==> config.mk <==
export PLATFORM = sky130hd
export DESIGN_NAME = change_dispenser_flat
export DESIGN_NICKNAME = d
export VERILOG_FILES = /design/src/rtl/change_dispenser_if.sv /design/src/rtl/change_dispenser.sv /design/src/flat_wrapper.sv
export SDC_FILE = /design/constraint.sdc
export NUM_CORES = 1
export LEC_CHECK = 0
export ABC_CLOCK_PERIOD_IN_PS = 5500
export CELL_PAD_IN_SITES_DETAIL_PLACEMENT = 1
export CELL_PAD_IN_SITES_GLOBAL_PLACEMENT = 1
export CORE_MARGIN = 2
export CORE_UTILIZATION = 46
export DETAILED_ROUTE_END_ITERATION = 10
export PLACE_DENSITY_LB_ADDON = 0.1
export SLEW_MARGIN = 20
export SYNTH_ARGS = -nofsm -noshare
export SYNTH_HDL_FRONTEND = slang
export SYNTH_SLANG_ARGS = --single-unit
==> constraint.sdc <==
create_clock -name ck -period 5.5 [get_ports ck]
set_clock_uncertainty 0.1 [all_clocks]
set_input_delay 1.1 -clock ck [delete_from_list [all_inputs] [get_ports ck]]
set_output_delay 1.1 -clock ck [all_outputs]
set_load 0.05 [all_outputs]
==> src/rtl/change_dispenser_if.sv <==
// Handshake bundle between the vending core (master) and the change dispenser (slave).
interface change_dispenser_if;
    logic       start;
    logic [3:0] amt_ten;
    logic [3:0] amt_single;
    logic       busy;
    logic       coin10_out;
    logic       coin5_out;
    logic       done;
    logic       err;
    logic [3:0] rem_ten;
    logic [3:0] rem_single;

    modport master (
        output start, amt_ten, amt_single,
        input  busy, coin10_out, coin5_out, done, err, rem_ten, rem_single
    );

    modport slave (
        input  start, amt_ten, amt_single,
        output busy, coin10_out, coin5_out, done, err, rem_ten, rem_single
    );
endinterface

==> src/rtl/change_dispenser.sv <==
// Change-return sequencer: latches a BCD change amount and ejects it as timed
// 10-coin / 5-coin pulses, largest coin first.
module change_dispenser #(
    parameter int PULSE_W = 25000000,
    parameter int GAP_W   = 12500000
) (
    input  logic ck,
    input  logic reset,
    change_dispenser_if.slave bus
);

    localparam int unsigned MAX_W = (PULSE_W > GAP_W) ? PULSE_W : GAP_W;
    localparam int unsigned CNT_W = $clog2(MAX_W) + 1;
    localparam logic [CNT_W-1:0] PULSE_LD = CNT_W'(PULSE_W - 1);
    localparam logic [CNT_W-1:0] GAP_LD   = CNT_W'(GAP_W - 1);

    typedef enum logic [1:0] {
        IDLE,
        PULSE,
        GAP,
        FIN
    } state_t;

    state_t           state, state_n;
    logic [CNT_W-1:0] cnt, cnt_n;
    logic [3:0]       rem_ten_q, rem_ten_n;
    logic [3:0]       rem_single_q, rem_single_n;
    logic             coin10_q, coin10_n;
    logic             coin5_q, coin5_n;
    logic             busy_q, busy_n;
    logic             done_q, done_n;
    logic             err_q, err_n;
    logic             req_invalid;
    logic             req_zero;

    assign req_invalid = (bus.amt_ten > 4'd9) ||
                         !((bus.amt_single == 4'd0) || (bus.amt_single == 4'd5));
    assign req_zero    = (bus.amt_ten == 4'd0) && (bus.amt_single == 4'd0);

    always_ff @(posedge ck) begin
        if (!reset) begin
            state        <= IDLE;
            cnt          <= '0;
            rem_ten_q    <= '0;
            rem_single_q <= '0;
            coin10_q     <= 1'b0;
            coin5_q      <= 1'b0;
            busy_q       <= 1'b0;
            done_q       <= 1'b0;
            err_q        <= 1'b0;
        end else begin
            state        <= state_n;
            cnt          <= cnt_n;
            rem_ten_q    <= rem_ten_n;
            rem_single_q <= rem_single_n;
            coin10_q     <= coin10_n;
            coin5_q      <= coin5_n;
            busy_q       <= busy_n;
            done_q       <= done_n;
            err_q        <= err_n;
        end
    end

    // Outputs are registered, so every output value here is the one for the next cycle.
    always_comb begin
        state_n      = state;
        cnt_n        = cnt;
        rem_ten_n    = rem_ten_q;
        rem_single_n = rem_single_q;
        coin10_n     = coin10_q;
        coin5_n      = coin5_q;
        busy_n       = busy_q;
        done_n       = 1'b0;
        err_n        = 1'b0;

        unique case (state)
            IDLE: begin
                coin10_n = 1'b0;
                coin5_n  = 1'b0;
                busy_n   = 1'b0;
                if (bus.start) begin
                    if (req_invalid) begin
                        err_n = 1'b1;
                    end else if (req_zero) begin
                        rem_ten_n    = '0;
                        rem_single_n = '0;
                        done_n       = 1'b1;
                        state_n      = FIN;
                    end else begin
                        rem_ten_n    = bus.amt_ten;
                        rem_single_n = bus.amt_single;
                        busy_n       = 1'b1;
                        cnt_n        = PULSE_LD;
                        coin10_n     = (bus.amt_ten != 4'd0);
                        coin5_n      = (bus.amt_ten == 4'd0);
                        state_n      = PULSE;
                    end
                end
            end

            PULSE: begin
                if (cnt == '0) begin
                    if (coin10_q) rem_ten_n = rem_ten_q - 4'd1;
                    else          rem_single_n = 4'd0;
                    coin10_n = 1'b0;
                    coin5_n  = 1'b0;
                    cnt_n    = GAP_LD;
                    state_n  = GAP;
                end else begin
                    cnt_n = cnt - 1'b1;
                end
            end

            GAP: begin
                if (cnt == '0) begin
                    if ((rem_ten_q != 4'd0) || (rem_single_q != 4'd0)) begin
                        coin10_n = (rem_ten_q != 4'd0);
                        coin5_n  = (rem_ten_q == 4'd0);
                        cnt_n    = PULSE_LD;
                        state_n  = PULSE;
                    end else begin
                        busy_n  = 1'b0;
                        done_n  = 1'b1;
                        state_n = FIN;
                    end
                end else begin
                    cnt_n = cnt - 1'b1;
                end
            end

            FIN: begin
                busy_n  = 1'b0;
                state_n = IDLE;
            end

            default: state_n = IDLE;
        endcase
    end

    assign bus.busy       = busy_q;
    assign bus.coin10_out = coin10_q;
    assign bus.coin5_out  = coin5_q;
    assign bus.done       = done_q;
    assign bus.err        = err_q;
    assign bus.rem_ten    = rem_ten_q;
    assign bus.rem_single = rem_single_q;

endmodule

==> src/flat_wrapper.sv <==
// flat-port wrapper written by rule: the top's interface ports become plain ports
module change_dispenser_flat 
#(
    parameter int PULSE_W = 25000000,
    parameter int GAP_W   = 12500000
)
  (ck, reset, bus_start, bus_amt_ten, bus_amt_single, bus_busy, bus_coin10_out, bus_coin5_out, bus_done, bus_err, bus_rem_ten, bus_rem_single);
  change_dispenser_if bus_i ();
  input  logic ck;
  input  logic reset;
  input wire logic [$bits(bus_i.start)-1:0] bus_start;
  input wire logic [$bits(bus_i.amt_ten)-1:0] bus_amt_ten;
  input wire logic [$bits(bus_i.amt_single)-1:0] bus_amt_single;
  output wire logic [$bits(bus_i.busy)-1:0] bus_busy;
  output wire logic [$bits(bus_i.coin10_out)-1:0] bus_coin10_out;
  output wire logic [$bits(bus_i.coin5_out)-1:0] bus_coin5_out;
  output wire logic [$bits(bus_i.done)-1:0] bus_done;
  output wire logic [$bits(bus_i.err)-1:0] bus_err;
  output wire logic [$bits(bus_i.rem_ten)-1:0] bus_rem_ten;
  output wire logic [$bits(bus_i.rem_single)-1:0] bus_rem_single;
  assign bus_i.start = bus_start;
  assign bus_i.amt_ten = bus_amt_ten;
  assign bus_i.amt_single = bus_amt_single;
  assign bus_busy = bus_i.busy;
  assign bus_coin10_out = bus_i.coin10_out;
  assign bus_coin5_out = bus_i.coin5_out;
  assign bus_done = bus_i.done;
  assign bus_err = bus_i.err;
  assign bus_rem_ten = bus_i.rem_ten;
  assign bus_rem_single = bus_i.rem_single;
  change_dispenser #(.PULSE_W(PULSE_W), .GAP_W(GAP_W)) u_core (.ck(ck), .reset(reset), .bus(bus_i));
endmodule
# After elaboration in Yosys (flattened, before gate mapping)
# Cells that the tools add are included.
# totals
ff_bits	41
wordCells	101
input_bits	11
output_inout_bits	13
# classes
n_addsub	2
muxes	52
eq_ne	14
order_cmp	1
n_reduce_logical	23
# ops
op	n
$mux 26	6
$pmux 26 s3	1
$mux 4	10
$logic_not 26->1	1
$sub 26x1->26 const B	1
$mux 1	22
$pmux 4 s2	2
$reduce_and 5->1	3
$logic_not 4->1	3
$mux 2	6
$reduce_bool 4->1	3
$ne 2x2->1 const B	5
$pmux 1 s3	3
$ne 2x1->1 const B	4
$pmux 2 s4	1
$reduce_and 4->1	2
$reduce_and 3->1	2
$reduce_bool 3->1	2
$eq 2x2->1 const B	2
$eq 4x3->1 const B	1
$gt 4x4->1 const B	1
$sub 4x1->4 const B	1
$logic_or 1x1->1	3
$ne 3x3->1 const B	1
6 further kinds	6

# Longest topological paths before layout
# Gate-level depths: netlist (run 1).
# depth
depth_word	7
ltp_mapped	11
depth_no_buf	8

# Worst setup path before layout (run 1)
# Ideal clock, no wire load.
# synth_timing
path_kind	input port to flip-flop
startpoint	input port bus_amt_single[1]
endpoint	register u_core.cnt[15]
path_slack_ns	2.795
n_path_buf	1
path_stages	7
setup_ns	0.119
t_required_ns	5.281
arrival_ns	2.486
cell_sequence	nor4_1 > nand2_1 > a31oi_1 > o21bai_1 > buf_2 > nor2_1 > o221a_2
# synth_via
elab_chain_len	6
word_cells_on_any_way	9
classes_between	3 x eq/ne; 6 x reduce/logical
# synth_rtl
item	line	rtl
start, declared	flat_wrapper.sv:13	input wire logic [$bits(bus_i.amt_single)-1:0] bus_amt_single;
$eq 4x3->1 / $logic_not 4->1 (equally long branches)	change_dispenser.sv:37, change_dispenser.sv:38	
$logic_or 1x1->1	change_dispenser.sv:37	!((bus.amt_single == 4'd0) || (bus.amt_single == 4'd5));
$logic_not 1->1	change_dispenser.sv:37	
$logic_or 1x1->1	change_dispenser.sv:36	assign req_invalid = (bus.amt_ten > 4'd9) ||
$ne 2x2->1 (no line)	n/a	
$reduce_and 5->1 (no line) *	n/a	
end signal, assigned	change_dispenser.sv:53	cnt <= cnt_n;
end, declared	change_dispenser.sv:25	logic [CNT_W-1:0] cnt, cnt_n;
# Every way passes the cells marked *; elsewhere a longest branch is shown, timed or not.
# A chain may end at the register's enable or synchronous reset.

# Worst setup path in the final report (run 1)
# layout_timing
startpoint	input port bus_amt_ten[1]
endpoint	register u_core.cnt[2]
# layout_via
elab_chain_len	4
word_cells_on_any_way	7
classes_between	1 x order compare; 2 x eq/ne; 4 x reduce/logical
# layout_rtl
item	line	rtl
start, declared	flat_wrapper.sv:12	input wire logic [$bits(bus_i.amt_ten)-1:0] bus_amt_ten;
$gt 4x4->1 / $logic_not 4->1 (equally long branches)	change_dispenser.sv:36, change_dispenser.sv:38	
$logic_or 1x1->1 / $logic_and 1x1->1 (equally long branches)	change_dispenser.sv:36, change_dispenser.sv:38	
$ne 2x2->1 (no line)	n/a	
$reduce_and 5->1 (no line) *	n/a	
# Marked as above.

==> impl_metrics.csv, run 1 <==
group,metric,value,unit
cells_and_area,final_common_cell,"dfxtp_1",
clocking,htreeDepth,2,
routing,drc_errors,0,
cells_and_area,regArea,821,sq um
routing,route.vias.total,2490,
placed_design,place.gp.congestion,0.802,
synth,syn_area_per_cell,7.89,sq um
clocking,cts.clk_slew.worst_paths,0.08,ns
routing,final_antenna_net_count,0,
synth,netlist_instances,317,
status,outcome,"finished, final reports clean",
power_and_ir_drop,switchingPower,0.797,mW
setup_path,slowest_delay,0.79,ns
setup_path,crit_arrival,3.72,ns
routing,drt-vias-per-instance,6.26,
placed_design,preCtsSetupSlack,1.59,ns
setup_path,crit_required,5.60,ns
placed_design,numPortBuffers,23,
timing,hold_viol,0,
floorplanning,die_h,77.8,um
global_route,grt_pass1_vias,2487,
cells_and_area,final_cell_mix,"dfxtp_1, nor2_1, a21oi_1",
power_and_ir_drop,p_clk_frac,0.141,
setup_path,cp_slowest_cell,"a21oi_2",
synth,syn_area,2500,sq um
floorplanning,io_pins,24,
routing,wl,7570,um
timing,setup_tns,0,ns
power_and_ir_drop,vdd_drop_max,0.288,mV
floorplanning,die_w,77.8,um
cells_and_area,nets,345,
synth,yosys_warnings,0,
clocking,cts_root_buffer,"clkbuf_8",
power_and_ir_drop,p_per_area,558,nW/um^2
timing,max_freq,276,MHz
cells_and_area,utilization,0.548,
synth,synthArstFlopShare,0,
clocking,cts_tree,"built",
setup_path,start_kind,"input pin",
synth,synth.distinct_cells,62,
power_and_ir_drop,p_seq_frac,0.275,
synth,synth.net_count,335,
global_route,grt_pass1_wl,12400,um
cells_and_area,antennaDiodeCount,0,
timing,worst_pin_slew,1.05,ns
setup_path,crit_top_cell,"o21ai_0",
cells_and_area,final_layout_size_suffix_gt1_frac,0.0793,
cells_and_area,multiInputGateArea,1540,sq um
power_and_ir_drop,p_int,0.783,mW
clocking,cts_sinks,41,
timing,final.period_utilization,0.660,
power_and_ir_drop,leakagePower,1.03,nW
cells_and_area,fillCellCount,646,
global_route,antenna_found_initial,0,
routing,wl_per_cell,19.0,um
timing,slew_violations,0,
setup_path,worst_setup_path_end_kind,"register",
clocking,insertion_delay,0.30,ns
placed_design,dp_hpwl,5310,um
clocking,hold_buffers,0,
cells_and_area,area_growth,13.2,%
power_and_ir_drop,p_comb_frac,0.583,
floorplanning,initial_core_util,0.484,
clocking,numCtsBuffers,5,
floorplanning,row_count,26,
power_and_ir_drop,switching_share,0.505,
timing,setup_violations,0,
global_route,grt_use_total,0.259,
setup_path,cp_cell_sequence,"clkdlybuf4s50_1, o21ai_0, and3_1, a31oi_1, a21oi_2, o21ai_0, a32o_1",
setup_path,worst-path-max-fanout,23,
timing,period_needed,3.63,ns
clocking,post_cts_buffers,0,
synth,synth-main-ff-cell,"dfxtp_1",
routing,drtPass1Iterations,4,
routing,drt_iter0_markers,166,
synth,yosysSeqAreaShare,0.328,
global_route,grt_max_degree,27,
timing,grt_setup_unrepaired,"false",
setup_path,setup.worst_path.class,"in -> reg",
clocking,cts_resized,0,
global_route,overflow,0,
clocking,cts_buffer_depth,2,
synth,synth-edff-count,0,
timing,setup_ws,1.87,ns
floorplanning,core-area,5170,sq um
flow_run,maxCapViolations,0,
synth,ys_ff_latch,41,
worst_hold_path,min_path_type,"reg -> reg",
floorplanning,dieArea,6050,sq um
timing,slew_headroom,0.298,
==> final timing paths <==
check,startpoint,end,slack [ns],cells past startpoint
max,bus_amt_ten[1],u_core.cnt[2]$_SDFFE_PN0P_,1.87,7
min,u_core.cnt[7]$_SDFFE_PN0P_,u_core.cnt[7]$_SDFFE_PN0P_,0.37,1
max reg2reg,u_core.cnt[0]$_SDFFE_PN0P_,u_core.cnt[11]$_SDFFE_PN0P_,2.09,8
min reg2reg,u_core.cnt[7]$_SDFFE_PN0P_,u_core.cnt[7]$_SDFFE_PN0P_,0.37,1
==> through the flow <==
stage	area (sq um)	std cells	hold slack [ns]	total power, mW
6_report	2830	398	0.374	1.58
4_1_cts	2830	398	0.376	1.57
5_1_grt	2830	398	0.400	1.71
3_3_place_gp	2730	390	0.362	1.31
3_5_place_dp	2730	390	0.360	1.34
2_1_floorplan	2500	317	0.338	1.16
==> logic make-up after synthesis <==
logic type	share of synthesized area
buffers and inverters	0.0550
AOI/OAI and AO/OA	0.266
muxes	0.0285
and+or+nand+nor	0.267
xor gates and xnor gates	0.0210
adders and majority gates	0.0350
DFF	0.328
==> sequential cells by signal (all words and copies together) (netlist names) <==
register / flops
u_core.bus.busy: 1
u_core.bus.coin10_out: 1
u_core.bus.coin5_out: 1
u_core.bus.done: 1
u_core.bus.err: 1
u_core.bus.rem_single: 4
u_core.bus.rem_ten: 4
u_core.cnt: 26
u_core.state: 2
==> area by class of cell <==
class                           instances  share of cell area
Clock inverter                          1             0.00177
Multi-Input combinational cell        245               0.545
Tap cell                               70              0.0309
Inverter                                9              0.0119
Sequential cell                        41               0.290
Timing Repair Buffer                   25              0.0866
Clock buffer                            7              0.0340
==> worst max-delay path, delay by kind of cell <==
family / cells / cell delay (ns)
buffers and inverters: 1 / 0.47
AND/OR/NAND/NOR: 1 / 0.29
AO/OA/AOI/OAI: 5 / 1.85
==> power by group through the flow <==
stage / clock (mW) / combinational (mW) / sequential, mW
floorplan: 0 / 0.725 / 0.431
global placement: 0 / 0.875 / 0.435
detailed placement: 0 / 0.898 / 0.439
CTS: 0.228 / 0.912 / 0.433
global route: 0.238 / 1.03 / 0.446
finish: 0.224 / 0.922 / 0.435
==> layer usage <==
layer	routed length, um	track usage	up-vias
met5	0	0	-
met4	112	0.0786	0
met3	316	0.0419	11
met2	3620	0.427	63
met1	3530	0.348	1220
li1	-	-	1196
==> synth_stat cells (all sizes together), types with 4 or more instances <==
cell type | n | area [sq um]
nor2 | 39 | 146
nor4 | 5 | 31.3
or4 | 6 | 48.8
nor3 | 10 | 66.3
o21ai | 20 | 100
buf | 10 | 58.8
o31ai | 4 | 30.0
dfxtp | 41 | 821
clkbuf | 12 | 45.0
nand2 | 23 | 86.3
inv | 9 | 33.8
nand3 | 14 | 70.1
o22ai | 4 | 25.0
ha | 7 | 87.6
mux2i | 6 | 60.1
a31oi | 9 | 56.3
or3 | 9 | 56.3
a21oi | 28 | 148
Note: power is estimated with default switching activity, not from simulation.
==> run 2, diff against run 1 <==
Settings changed: ABC_CLOCK_PERIOD_IN_PS 5500 to 3700, CORE_UTILIZATION 46 to 42.
Clock period 5.5 ns to 3.7 ns, I/O delays scaled along.
==> impl_metrics.csv, run 2 (synthesis gave the netlist of run 1 again) <==
group,metric,value,unit
status,outcome,"finished, final reports clean",
timing,worst_pin_slew,0.668,ns
clocking,cts_buffer_depth,2,
timing,hold_viol,0,
power_and_ir_drop,leakagePower,1.08,nW
clocking,cts_resized,0,
placed_design,numPortBuffers,23,
worst_hold_path,min_path_type,"reg -> reg",
worst_hold_path,hp-start,"u_core.cnt[7]$_SDFFE_PN0P_",
cells_and_area,fillCellCount,716,
global_route,grt_use_total,0.245,
placed_design,preCtsSetupSlack,0.554,ns
setup_path,cp_slowest_cell,"or3_1",
clocking,cts_root_buffer,"clkbuf_8",
timing,setup_tns,0,ns
setup_path,worst-path-max-fanout,14,
cells_and_area,nets,352,
clocking,hold_buffers,0,
cells_and_area,top_register,"u_core.cnt",
cells_and_area,area_growth,16.8,%
routing,drt-vias-per-instance,6.04,
clocking,post_cts_buffers,0,
timing,grt_setup_unrepaired,"false",
power_and_ir_drop,p_per_area,853,nW/um^2
global_route,grt_pass1_vias,2455,
global_route,grt_max_degree,22,
setup_path,setup.reg_to_reg.worst_slack,0.72,ns
placed_design,dp_hpwl,5390,um
cells_and_area,largest_register_ffs,26,
timing,final.period_utilization,0.805,
floorplanning,row_count,28,
global_route,grt_pass1_wl,12500,um
global_route,overflow,0,
timing,slew_headroom,0.553,
placed_design,place.gp.congestion,0.799,
flow_run,maxCapViolations,0,
cells_and_area,antennaDiodeCount,0,
routing,drtPass1Iterations,4,
routing,drt_iter0_markers,109,
timing,whs,0.389,ns
setup_path,start_kind,"register",
timing,period_needed,2.98,ns
setup_path,crit_family,"simple AND/OR/NAND/NOR gates",
clocking,numCtsBuffers,5,
floorplanning,die_w,81.2,um
timing,slew_violations,0,
setup_path,cp_cell_sequence,"inv_1, ha_1, or3b_2, or3_1, nor3_4, a21oi_2, buf_4, o21ai_0, a31oi_1",
clocking,cts_sinks,41,
worst_hold_path,hold_path_depth,1,
placed_design,place_area,2790,sq um
floorplanning,dieArea,6590,sq um
setup_path,slowest_delay,0.55,ns
cells_and_area,final_layout_size_suffix_gt1_frac,0.0985,
routing,final_antenna_net_count,0,
cells_and_area,final_cell_mix,"dfxtp_1, nor2_1, a21oi_1",
timing,setup_ws,0.722,ns
setup_path,timing.rr.end,"u_core.cnt[19]$_SDFFE_PN0P_",
floorplanning,die_h,81.2,um
power_and_ir_drop,vdd_drop_max,0.348,mV
floorplanning,io_pins,24,
setup_path,cp-startpoint,"u_core.cnt[0]$_SDFFE_PN0P_",
setup_path,setup.worst_path.class,"reg -> reg",
setup_path,crit_arrival,3.06,ns
setup_path,r2r_cells,9,
cells_and_area,fin_area,2920,sq um
setup_path,timing.rr.start,"u_core.cnt[0]$_SDFFE_PN0P_",
global_route,antenna_found_initial,0,
setup_path,worst-path-buf-inv,2,
timing,setup_violations,0,
timing,max_freq,336,MHz
setup_path,worst_setup_path_end_kind,"register",
clocking,htreeDepth,2,
routing,wl,7530,um
clocking,insertion_delay,0.30,ns
setup_path,crit_required,3.78,ns
routing,route.vias.total,2478,
routing,wl_per_cell,18.4,um
floorplanning,initial_core_util,0.428,
worst_hold_path,worstHoldEndpoint,"u_core.cnt[7]$_SDFFE_PN0P_",
clocking,cts.clk_slew.worst_paths,0.09,ns
floorplanning,core-area,5850,sq um
cells_and_area,final_common_cell,"dfxtp_1",
clocking,cts_tree,"built",
routing,drc_errors,0,
## run 2: changes by cell type in the layout (fill, tap and decap cells not counted)
| cell | change |
|---|---|
| buf_4 | +7 |
| bufinv_16 | +2 |
| clkbuf_8 | -2 |
## run 2: layout make-up
class                   count  area, sq um  share of cell area
clock buffers               5         68.8              0.0235
clock inverters             3         65.1              0.0223
inverters                   9         33.8              0.0116
multi-input cells         245         1540               0.528
flip-flops and latches     41          821               0.281
well taps                  75         93.8              0.0321
repair buffers             32          298               0.102
## run 2: worst max-delay path by stage
| stage | endpoint | slack (ns) | cells past startpoint |
|---|---|---|---|
| global placement | u_core.cnt[10]$_SDFFE_PN0P_ | 0.60 | 8 |
| CTS | u_core.cnt[19]$_SDFFE_PN0P_ | 0.72 | 9 |
| global route | u_core.cnt[13]$_SDFFE_PN0P_ | 0.55 | 9 |
| floorplan | u_core.bus.rem_ten[0]$_SDFFE_PN0P_ | 1.14 | 10 |
| detailed placement | u_core.cnt[15]$_SDFFE_PN0P_ | 0.55 | 8 |
| finish | u_core.cnt[19]$_SDFFE_PN0P_ | 0.72 | 9 |
## run 2: power breakdown
part,internal [mW],switching [mW],total [mW]
Combinational,0.498,0.909,1.41
Clock,0.268,0.172,0.441
Sequential,0.536,0.110,0.646
Total,1.30,1.19,2.49
## run 2: metrics by stage
stage	utilization	power, mW	std cells
floorplan	-	1.72	317
global placement	0.477	2.02	402
detailed placement	0.477	2.05	402
CTS	0.500	2.50	410
global route	0.500	2.71	410
finish	0.500	2.49	410
## run 2: per-layer routing
layer | wire length [um] | vias up | track usage
met5 | 0 | - | 0
met4 | 56 | 0 | 0.0525
met3 | 287 | 5 | 0.0322
met2 | 3550 | 38 | 0.408
met1 | 3630 | 1220 | 0.337
li1 | - | 1215 | -
==> run 3, diff against run 2 <==
Settings changed: ABC_CLOCK_PERIOD_IN_PS 3700 to 2400, CORE_UTILIZATION 42 to 38.
Clock period 3.7 ns to 2.4 ns, I/O delays scaled along.
==> impl_metrics.csv, run 3 (synthesis gave the netlist of run 1 again) <==
group,metric,value,unit
global_route,overflow,0,
floorplanning,core-area,6350,sq um
power_and_ir_drop,p_clk_frac,0.121,
setup_path,worst-path-buf-inv,3,
power_and_ir_drop,leakagePower,1.46,nW
timing,setup_ws,0.0249,ns
timing,max_freq,421,MHz
setup_path,worst_setup_path_end_kind,"register",
timing,grt_setup_unrepaired,"true",
global_route,antenna_found_initial,0,
setup_path,crit_arrival,2.48,ns
status,outcome,"finished, final reports clean",
cells_and_area,final_common_cell,"buf_4",
floorplanning,row_count,29,
clocking,cts.clk_slew.worst_paths,0.09,ns
setup_path,crit_required,2.50,ns
setup_path,crit_family,"simple AND/OR/NAND/NOR gates",
timing,setup_violations,0,
timing,slew_headroom,0.654,
routing,wl,8670,um
setup_path,setup.worst_path.class,"reg -> reg",
cells_and_area,final_cell_mix,"buf_4, dfxtp_1, nor2_1",
cells_and_area,area_growth,43.9,%
timing,slew_violations,0,
routing,drt_iter0_markers,79,
power_and_ir_drop,switching_share,0.448,
setup_path,cp_slowest_cell,"or4_4",
timing,setup_tns,0,ns
cells_and_area,nets,418,
power_and_ir_drop,p_per_area,1380,nW/um^2
placed_design,place_area,3230,sq um
cells_and_area,fillCellCount,776,
clocking,hold_buffers,0,
placed_design,dp_hpwl,6200,um
clocking,insertion_delay,0.31,ns
routing,drtPass1Iterations,4,
clocking,htreeDepth,2,
global_route,grt_use_total,0.242,
power_and_ir_drop,power.total,4.97,mW
routing,route.vias.total,2781,
routing,drt-vias-per-instance,5.82,
floorplanning,die_h,85.2,um
timing,period_needed,2.38,ns
clocking,cts_tree,"built",
timing,final.period_utilization,0.990,
floorplanning,initial_core_util,0.394,
setup_path,worst-path-max-fanout,5,
power_and_ir_drop,vdd_drop_max,0.782,mV
floorplanning,io_pins,24,
timing,hold_viol,0,
global_route,grt_max_degree,26,
routing,final_antenna_net_count,0,
power_and_ir_drop,p_seq_frac,0.195,
floorplanning,dieArea,7250,sq um
cells_and_area,top_register,"u_core.cnt",
setup_path,cp_cell_sequence,"or4_4, buf_4, nor2_4, nand4b_1, o21bai_4, buf_6, buf_4, nor2_1, o221a_1",
flow_run,maxCapViolations,0,
cells_and_area,fin_area,3600,sq um
global_route,grt_pass1_vias,2823,
routing,wl_per_cell,18.1,um
clocking,numCtsBuffers,5,
floorplanning,die_w,85.2,um
power_and_ir_drop,p_comb_frac,0.684,
timing,worst_pin_slew,0.518,ns
setup_path,start_kind,"register",
placed_design,numPortBuffers,23,
global_route,grt_pass1_wl,14100,um
clocking,cts_sinks,41,
routing,drc_errors,0,
cells_and_area,utilization,0.567,
cells_and_area,largest_register_ffs,26,
clocking,cts_root_buffer,"clkbuf_8",
placed_design,place.gp.congestion,0.781,
power_and_ir_drop,p_int,2.74,mW
placed_design,preCtsSetupSlack,-0.381,ns
setup_path,slowest_delay,0.55,ns
power_and_ir_drop,switchingPower,2.22,mW
setup_path,crit_top_cell,"buf_4",
worst_hold_path,min_path_type,"reg -> reg",
cells_and_area,final_layout_size_suffix_gt1_frac,0.314,
cells_and_area,antennaDiodeCount,0,
clocking,cts_buffer_depth,2,
-- run 3: cell types whose count changed in the layout (fill, tap and decap cells not counted), moves of 4 or more --
cell,before,now
buf_4,9,71
nor2_1,39,35
buf_6,0,4
o21ai_0,19,13
o21ai_1,1,5
clkdlybuf4s50_1,23,19
-- run 3: repair_timing --
| action | in CTS | in global routing |
|---|---|---|
| endpoints found under the setup margin | 25 | 36 |
| setup buffers | 6 | 5 |
| pin swaps | 5 | 19 |
| gates resized for setup | 15 | 31 |
-- run 3: cell type report --
class                           count  area (sq um)  share of cell area
Tap cell                           77          96.3              0.0268
Sequential cell                    41           825               0.229
Clock buffer                        7          86.3              0.0240
Inverter                            9          33.8             0.00938
Multi-Input combinational cell    245          1720               0.476
Timing Repair Buffer               98           815               0.226
Clock inverter                      1          30.0             0.00834
-- run 3: path summary, 6_finish.rpt --
kind,start,end,slack [ns],cells after the start
setup / recovery,u_core.cnt[7]$_SDFFE_PN0P_,u_core.cnt[23]$_SDFFE_PN0P_,0.02,9
hold reg to reg,u_core.cnt[7]$_SDFFE_PN0P_,u_core.cnt[7]$_SDFFE_PN0P_,0.34,1
setup reg to reg,u_core.cnt[7]$_SDFFE_PN0P_,u_core.cnt[23]$_SDFFE_PN0P_,0.02,9
hold / removal,u_core.cnt[7]$_SDFFE_PN0P_,u_core.cnt[7]$_SDFFE_PN0P_,0.34,1
-- run 3: layer usage --
layer | part of all wire | vias to the layer above | wire length, um | GRT usage
li1 | - | 1344 | - | -
met1 | 0.47 | 1393 | 4050 | 0.321
met2 | 0.49 | 35 | 4250 | 0.408
met3 | 0.028 | 9 | 243 | 0.0389
met4 | 0.014 | 0 | 124 | 0.0678
met5 | 0 | - | 0 | 0
-- run 3: power groups by stage --
stage | Combinational (mW) | Sequential [mW] | Clock (mW)
floorplan | 1.72 | 0.993 | 0
global placement | 2.78 | 0.965 | 0
detailed placement | 2.82 | 0.973 | 0
CTS | 3.09 | 0.961 | 0.615
global route | 3.70 | 0.988 | 0.634
finish | 3.40 | 0.967 | 0.601
-- run 3: metrics by stage --
stage | std cells | hold slack, ns
global route | 478 | 0.360
CTS | 473 | 0.374
global placement | 459 | 0.354
detailed placement | 459 | 0.359
floorplan | 317 | 0.338
finish | 478 | 0.342
